**config.mk**
```make
export PLATFORM = sky130hd
export DESIGN_NAME = spi_master
export DESIGN_NICKNAME = d
export VERILOG_FILES = /design/src/rtl/spi_master.sv
export SDC_FILE = /design/constraint.sdc
export NUM_CORES = 1
export LEC_CHECK = 0
export BUFFER_PORTS_ARGS = -buffer_cell sky130_fd_sc_hd__buf_2
export CAP_MARGIN = 30
export CORE_MARGIN = 2
export CORE_UTILIZATION = 40
export DETAILED_ROUTE_END_ITERATION = 12
export SKIP_CTS_REPAIR_TIMING = 1
export SLEW_MARGIN = 20
export SYNTH_ARGS = -nofsm -noshare
export SYNTH_HDL_FRONTEND = slang
export SYNTH_SLANG_ARGS = --single-unit
```
**constraint.sdc**
```tcl
create_clock -name clk -period 2.3 [get_ports clk]
set_input_delay 0 -clock clk [delete_from_list [all_inputs] [get_ports clk]]
set_output_delay 0 -clock clk [all_outputs]
set_load 0.02 [all_outputs]
```
**src/rtl/spi_master.sv**
```systemverilog
// spi_master: SPI controller for the memory link; shifts out op/addr/data, collects read data, guards waits with a timeout.
module spi_master #(
    parameter int TIMEOUT = 64
) (
    input  logic       clk,
    input  logic       rst_n,
    input  logic       i_newd,
    input  logic       i_op,
    input  logic [7:0] i_addr,
    input  logic [7:0] i_din,
    input  logic       i_miso,
    input  logic       i_ready,
    input  logic       i_op_done,
    output logic       o_cs,
    output logic       o_mosi,
    output logic       o_busy,
    output logic       o_done,
    output logic       o_err,
    output logic [7:0] o_dout
);
    typedef enum logic [2:0] {IDLE, CMD, TX, WAIT_READY, RX, WAIT_DONE} state_t;
    state_t state_q, state_d;
    logic op_q, op_d;
    logic [7:0] addr_q, addr_d, din_q, din_d, rx_q, rx_d, dout_q, dout_d, wait_q, wait_d;
    logic [4:0] bit_q, bit_d;
    logic cs_q, cs_d, mosi_q, mosi_d, busy_q, busy_d, done_q, done_d, err_q, err_d;
    logic [15:0] payload;
    logic [4:0] last;
    logic expired;
    assign payload = {din_q, addr_q};
    assign last = op_q ? 5'd16 : 5'd8;
    assign expired = wait_q == 8'(TIMEOUT - 1);
    always_comb begin
        state_d = state_q;
        op_d = op_q;
        addr_d = addr_q;
        din_d = din_q;
        rx_d = rx_q;
        dout_d = dout_q;
        wait_d = wait_q;
        bit_d = bit_q;
        cs_d = cs_q;
        mosi_d = mosi_q;
        busy_d = busy_q;
        done_d = 1'b0;
        err_d = 1'b0;
        case (state_q)
            IDLE: begin
                cs_d = 1'b1;
                mosi_d = 1'b0;
                busy_d = 1'b0;
                if (i_newd) begin
                    op_d = i_op;
                    addr_d = i_addr;
                    din_d = i_din;
                    cs_d = 1'b0;
                    mosi_d = i_op;
                    busy_d = 1'b1;
                    state_d = CMD;
                end
            end
            CMD: begin
                bit_d = '0;
                state_d = TX;
            end
            TX: begin
                if (bit_q == last) begin
                    cs_d = 1'b1;
                    mosi_d = 1'b0;
                    wait_d = '0;
                    state_d = op_q ? WAIT_DONE : WAIT_READY;
                end else begin
                    mosi_d = payload[bit_q[3:0]];
                    bit_d = bit_q + 5'd1;
                end
            end
            WAIT_READY: begin
                if (i_ready) begin
                    bit_d = '0;
                    state_d = RX;
                end else if (expired) begin
                    busy_d = 1'b0;
                    done_d = 1'b1;
                    err_d = 1'b1;
                    state_d = IDLE;
                end else begin
                    wait_d = wait_q + 8'd1;
                end
            end
            RX: begin
                rx_d[bit_q[2:0]] = i_miso;
                if (bit_q == 5'd7) begin
                    wait_d = '0;
                    state_d = WAIT_DONE;
                end else begin
                    bit_d = bit_q + 5'd1;
                end
            end
            WAIT_DONE: begin
                // a strobe on the final allowed cycle still wins over the timeout
                if (i_op_done) begin
                    busy_d = 1'b0;
                    done_d = 1'b1;
                    dout_d = op_q ? dout_q : rx_q;
                    state_d = IDLE;
                end else if (expired) begin
                    busy_d = 1'b0;
                    done_d = 1'b1;
                    err_d = 1'b1;
                    state_d = IDLE;
                end else begin
                    wait_d = wait_q + 8'd1;
                end
            end
            default: state_d = IDLE;
        endcase
    end
    always_ff @(posedge clk) begin
        if (!rst_n) begin
            state_q <= IDLE;
            op_q <= 1'b0;
            addr_q <= '0;
            din_q <= '0;
            rx_q <= '0;
            dout_q <= '0;
            wait_q <= '0;
            bit_q <= '0;
            cs_q <= 1'b1;
            mosi_q <= 1'b0;
            busy_q <= 1'b0;
            done_q <= 1'b0;
            err_q <= 1'b0;
        end else begin
            state_q <= state_d;
            op_q <= op_d;
            addr_q <= addr_d;
            din_q <= din_d;
            rx_q <= rx_d;
            dout_q <= dout_d;
            wait_q <= wait_d;
            bit_q <= bit_d;
            cs_q <= cs_d;
            mosi_q <= mosi_d;
            busy_q <= busy_d;
            done_q <= done_d;
            err_q <= err_d;
        end
    end
    assign o_cs = cs_q;
    assign o_mosi = mosi_q;
    assign o_busy = busy_q;
    assign o_done = done_q;
    assign o_err = err_q;
    assign o_dout = dout_q;
endmodule

```
* Yosys cells after proc, flatten, opt, wreduce, memory -nomap -nowiden
Cells that the tools add are included.
Storage, ports and cells: input port bits 23, bits in writable memories 0, flip-flop bits (word level) 54, bits in read-only memories 0, memories kept 0, bits in latches 0, logic and storage cells 89, output and inout port bits 13
Cells by class: div/mod/pow operators 0, add/sub/neg operators 2, bitwise gates (word level) 1, order comparisons 3, shift operators 0, mux-type cells 41, equal/unequal tests 16, reductions and logical operators 13, multiply operators 0
Operator list (count):
- $mux W8 | 5
- $pmux W8 S4 | 1
- $mux W3 | 7
- $mux W5 | 4
- $pmux W5 S4 | 1
- $pmux W3 S6 | 1
- $ne A2 B2 Y1 const B | 8
- $mux W1 | 14
- $add A8 B1 Y8 const B | 1
- $bwmux W8 | 1
- $eq A8 B6 Y1 const B | 1
- $pmux W1 S2 | 4
- $reduce_bool A4 Y1 | 2
- $eq A3 B2 Y1 const B | 2
- $eq A3 B3 Y1 const B | 2
- $reduce_and A2 Y1 | 3
- $reduce_and A3 Y1 | 2
- $add A5 B1 Y5 const B | 1
- $eq A5 B3 Y1 const B | 1
- $eq A5 B5 Y1 | 1
- $lt A4 B5 Y1 const B | 1
- $reduce_and A5 Y1 | 1
- $bmux W1 S4 | 1
- $lt A3 B4 Y1 const B | 1
- 10 further kinds | 10

* Logic depth before layout (Yosys ltp)
depth after elaboration 5, depth in mapped cells 8

* Worst setup path before layout
OpenSTA, ideal clock, no wires.
kind reg-to-reg, from register bit_q[1], to register wait_q[1], data arrival time 1.832 ns, setup time 0.059 ns, buffers on the path 1, slack 0.409 ns, period minus slack after synthesis 1.891 ns, cell stages (with the launch flop) 9, cells stage by stage dfxtp_1 buf_2 inv_1 ha_1 or2b_2 a21oi_1 or3_2 a31oi_4 a22o_1
Between the ends: cells in the longest elaborated chain, start to end 3, elaborated cells between the ends (all ways) 5
RTL lines:
- start, declared | line 25 | logic [4:0] bit_q, bit_d;
- start signal, assigned | line 141 | bit_q <= bit_d;
- $eq A5 B3 Y1 / $eq A5 B5 Y1 (equally long branches) | line 92, 67
- $ne A2 B2 Y1 (no line)
- $reduce_and A5 Y1 (no line) (*)
- end signal, assigned | line 140 | wait_q <= wait_d;
- end, declared | line 24 | logic [7:0] addr_q, addr_d, din_q, din_d, rx_q, rx_d, dout_q, dout_d, wait_q, wait_d;
Mark *: on every way between the ends. The rest lies on a longest branch, timed or not. A chain may end at the register's enable or synchronous reset.

* Worst setup path in the final report
from register bit_q[0], to register wait_q[1]
Same word-level chain as after synthesis.

==> metrics.csv <==
stage,metric,value,unit
run_status,outcome,finished clean,
timing,final-max-slew-violation-count,0,
synthesis,synth-simple-area-share,25.1,%
clock_tree,clkLatencyLatePin,0.32,ns
place,place_hpwl,3950,um
floorplanning,dieArea,7060,sq um
synthesis,synth_mux_area_share,8.99,%
synthesis,syn_inst,301,
critical_path,critPathMaxStageDelay,0.53,ns
clock_tree,path_clk_slew,0.10,ns
critical_path,path_max_fanout,9,
synthesis,synth_ff_type,dfxtp_1,
timing,clock.fmax,0.467,GHz
synthesis,synthXorXnorAreaFrac,0,%
synthesis,synth_adder_area_share,1.47,%
final_layout,diodes,0,
clock_tree,cts_root_buffer,clkbuf_8,
grt,grt_pass1_vias,1981,
critical_path,r2r_start,bit_q[0],
clock_tree,h-tree-depth,2,
grt,track_usage,16.1,%
floorplanning,placementRows,29,
routing,wl_per_cell,13.2,um
synthesis,seq_area_frac_synth,42.2,%
place,gp_congestion,0.780,
critical_path,critPathCaptureType,flop,
critical_path,path_class,flop to flop,
clock_tree,numClockSinks,54,
routing,viasPerCell,5.19,
synthesis,synth_fp_nets,327,
timing,tightest_slew,0.821,ns
synthesis,yosysWarnings,0,
synthesis,ys_types,52,
synthesis,syn_area_per_cell,8.51,sq um
grt,antenna_found_initial,0,
critical_path,arrival,2.40,ns
grt,overflow,0,
critical_path,critPathLaunch,bit_q[0],
floorplanning,core,6280,sq um
routing,vias,2263,
place,io_buffers,35,
clock_tree,clockBufferDepth,2,
pwr,p_per_area,801,nW/um^2
synthesis,synth_edf_count,0,
routing,routed_wl,5760,um
timing,tns,0,ns
final_layout,syn_to_final_growth,22.7,%
critical_path,worstPathRequired,2.56,ns
pwr,p_leak,1.24,nW
synthesis,async_reset_ff_share,0,%
pwr,max-vdd-ir-drop,0.487,mV
synthesis,synth_compound_area_share,18.5,%
synthesis,ys_ff_latch,54,
critical_path,crit_slowest_cell,or3_2,
grt,grt_max_degree,22,
floorplanning,die_x,84.0,um
job,drv_cap,0,
timing,finClkSkew,0.0133,ns
floorplanning,initial_core_util,40.8,%
routing,drtIter0Drc,69,
final_layout,drive_above_1_share,20.1,%
timing,hold_slack,0.0213,ns
timing,finalSetupViolCount,0,
timing,period_share,93.1,%
critical_path,crit_chain,inv_1 -> ha_1 -> or2b_2 -> a21oi_1 -> or3_2 -> a31oi_4 -> a22o_1,
min_path,hp-class,input port to flop,
timing,rsz0062_at_grt,no,
critical_path,cp-start-kind,flop,
final_layout,post-route-util,50.1,%
grt,grt_pass1_wl,9360,um
timing,finalHoldViolCount,0,
synthesis,netlist_area,2560,sq um
pwr,power,2.52,mW
floorplanning,pin_count,36,
routing,dr.pass1.iters,4,
timing,period_needed,2.14,ns
clock_tree,tritoncts,yes,
final_layout,final_nets,384,
routing,drc,0,
timing,slew_headroom,45.1,%
floorplanning,die_h,84.0,um
clock_tree,cts_buffers,5,
synthesis,synth_top_family_by_area,simple AND/OR/NAND/NOR gates,
min_path,min_from,rst_n,
routing,drtAntennaViolNets,0,
## routing by layer
| metal | vias up | GRT usage, % | routed length, um | part of all wire [%] |
|---|---|---|---|---|
| met2 | 32 | 25.3 | 2660 | 46 |
| met4 | 0 | 5.28 | 79 | 1.4 |
| li1 | 1180 | - | - | - |
| met1 | 1044 | 21.7 | 2860 | 50 |
| met5 | - | 0 | 0 | 0 |
| met3 | 7 | 3.76 | 165 | 2.9 |
## per-stage QoR
step           instance area [sq um]  instances  setup slack, ns
6_report                        3140        436            0.159
5_1_grt                         3140        436           0.0515
4_1_cts                         2960        418            0.172
3_5_place_dp                    2840        410            0.213
3_3_place_gp                    2840        410            0.270
2_1_floorplan                   2560        301            0.409
## area by class of cell
cell class	count	area, sq um
Fill cell	610	3130
Multi-Input combinational cell	227	1380
Sequential cell	54	1080
Timing Repair Buffer	64	438
Tap cell	77	96.3
Clock buffer	6	82.6
Clock inverter	2	38.8
Inverter	6	22.5
## cells by family (layout without fill, tap and decap cells)
group	count (synthesis)	in the layout
AOI/OAI and AO/OA	75	75
adders and majority gates	3	3
buffers and inverters	20	78
DFF	54	54
muxes	18	18
and+or+nand+nor	131	131
## path summary, 6_finish.rpt
kind	depth (start not counted)	slack [ns]	end
hold reg to reg	2	0.46	din_q[4]
setup / recovery	7	0.16	wait_q[1]
setup reg to reg	7	0.16	wait_q[1]
hold / removal	2	0.02	o_cs
## power breakdown
| group | internal, mW | total (mW) | switching, mW |
|---|---|---|---|
| clock network | 0.358 | 0.678 | 0.320 |
| logic | 0.305 | 0.724 | 0.419 |
| registers | 1.03 | 1.11 | 0.0880 |
## cell usage after synthesis (5+ instances only)
| library cell | n | area share [%] |
|---|---|---|
| dfxtp_1 | 54 | 42 |
| nand2_1 | 53 | 7.8 |
| a21oi_1 | 33 | 6.4 |
| nor2_1 | 24 | 3.5 |
| nand3_1 | 15 | 2.9 |
| mux2i_1 | 14 | 5.5 |
| o21ai_0 | 14 | 2.7 |
| clkbuf_1 | 8 | 1.2 |
| nor3_1 | 6 | 1.2 |
| inv_1 | 5 | 0.73 |
## cell usage in the layout (no fill, tap or decap), types with 4 or more instances in the layout
cell / netlist / final
dfxtp_1: 54 / 54
nand2_1: 53 / 53
buf_2: 3 / 35
a21oi_1: 33 / 33
nor2_1: 24 / 24
dlygate4sd3_1: 0 / 18
nand3_1: 15 / 15
mux2i_1: 14 / 14
o21ai_0: 14 / 14
buf_4: 0 / 11
nor3_1: 6 / 6
clkbuf_8: 1 / 6
inv_1: 5 / 5
o211ai_1: 4 / 4
nor3b_1: 4 / 4
a31oi_1: 4 / 4
o2bb2ai_1: 4 / 4
mux4_2: 4 / 4
## registers in the layout, indices dropped and copies added (netlist names), 3 cells and up
name     flops
o_dout       8
rx_q         8
state_q      3
wait_q       8
bit_q        5
din_q        8
addr_q       8
## worst max-delay path: cells and delay by family (launching register included)
kind	cells	cell delay (ns)
fa+ha+maj	1	0.21
simple gates	2	0.69
flops	1	0.50
compound gates	3	0.52
buf+inv	1	0.16
No activity file was read; power rests on OpenSTA's default activity.
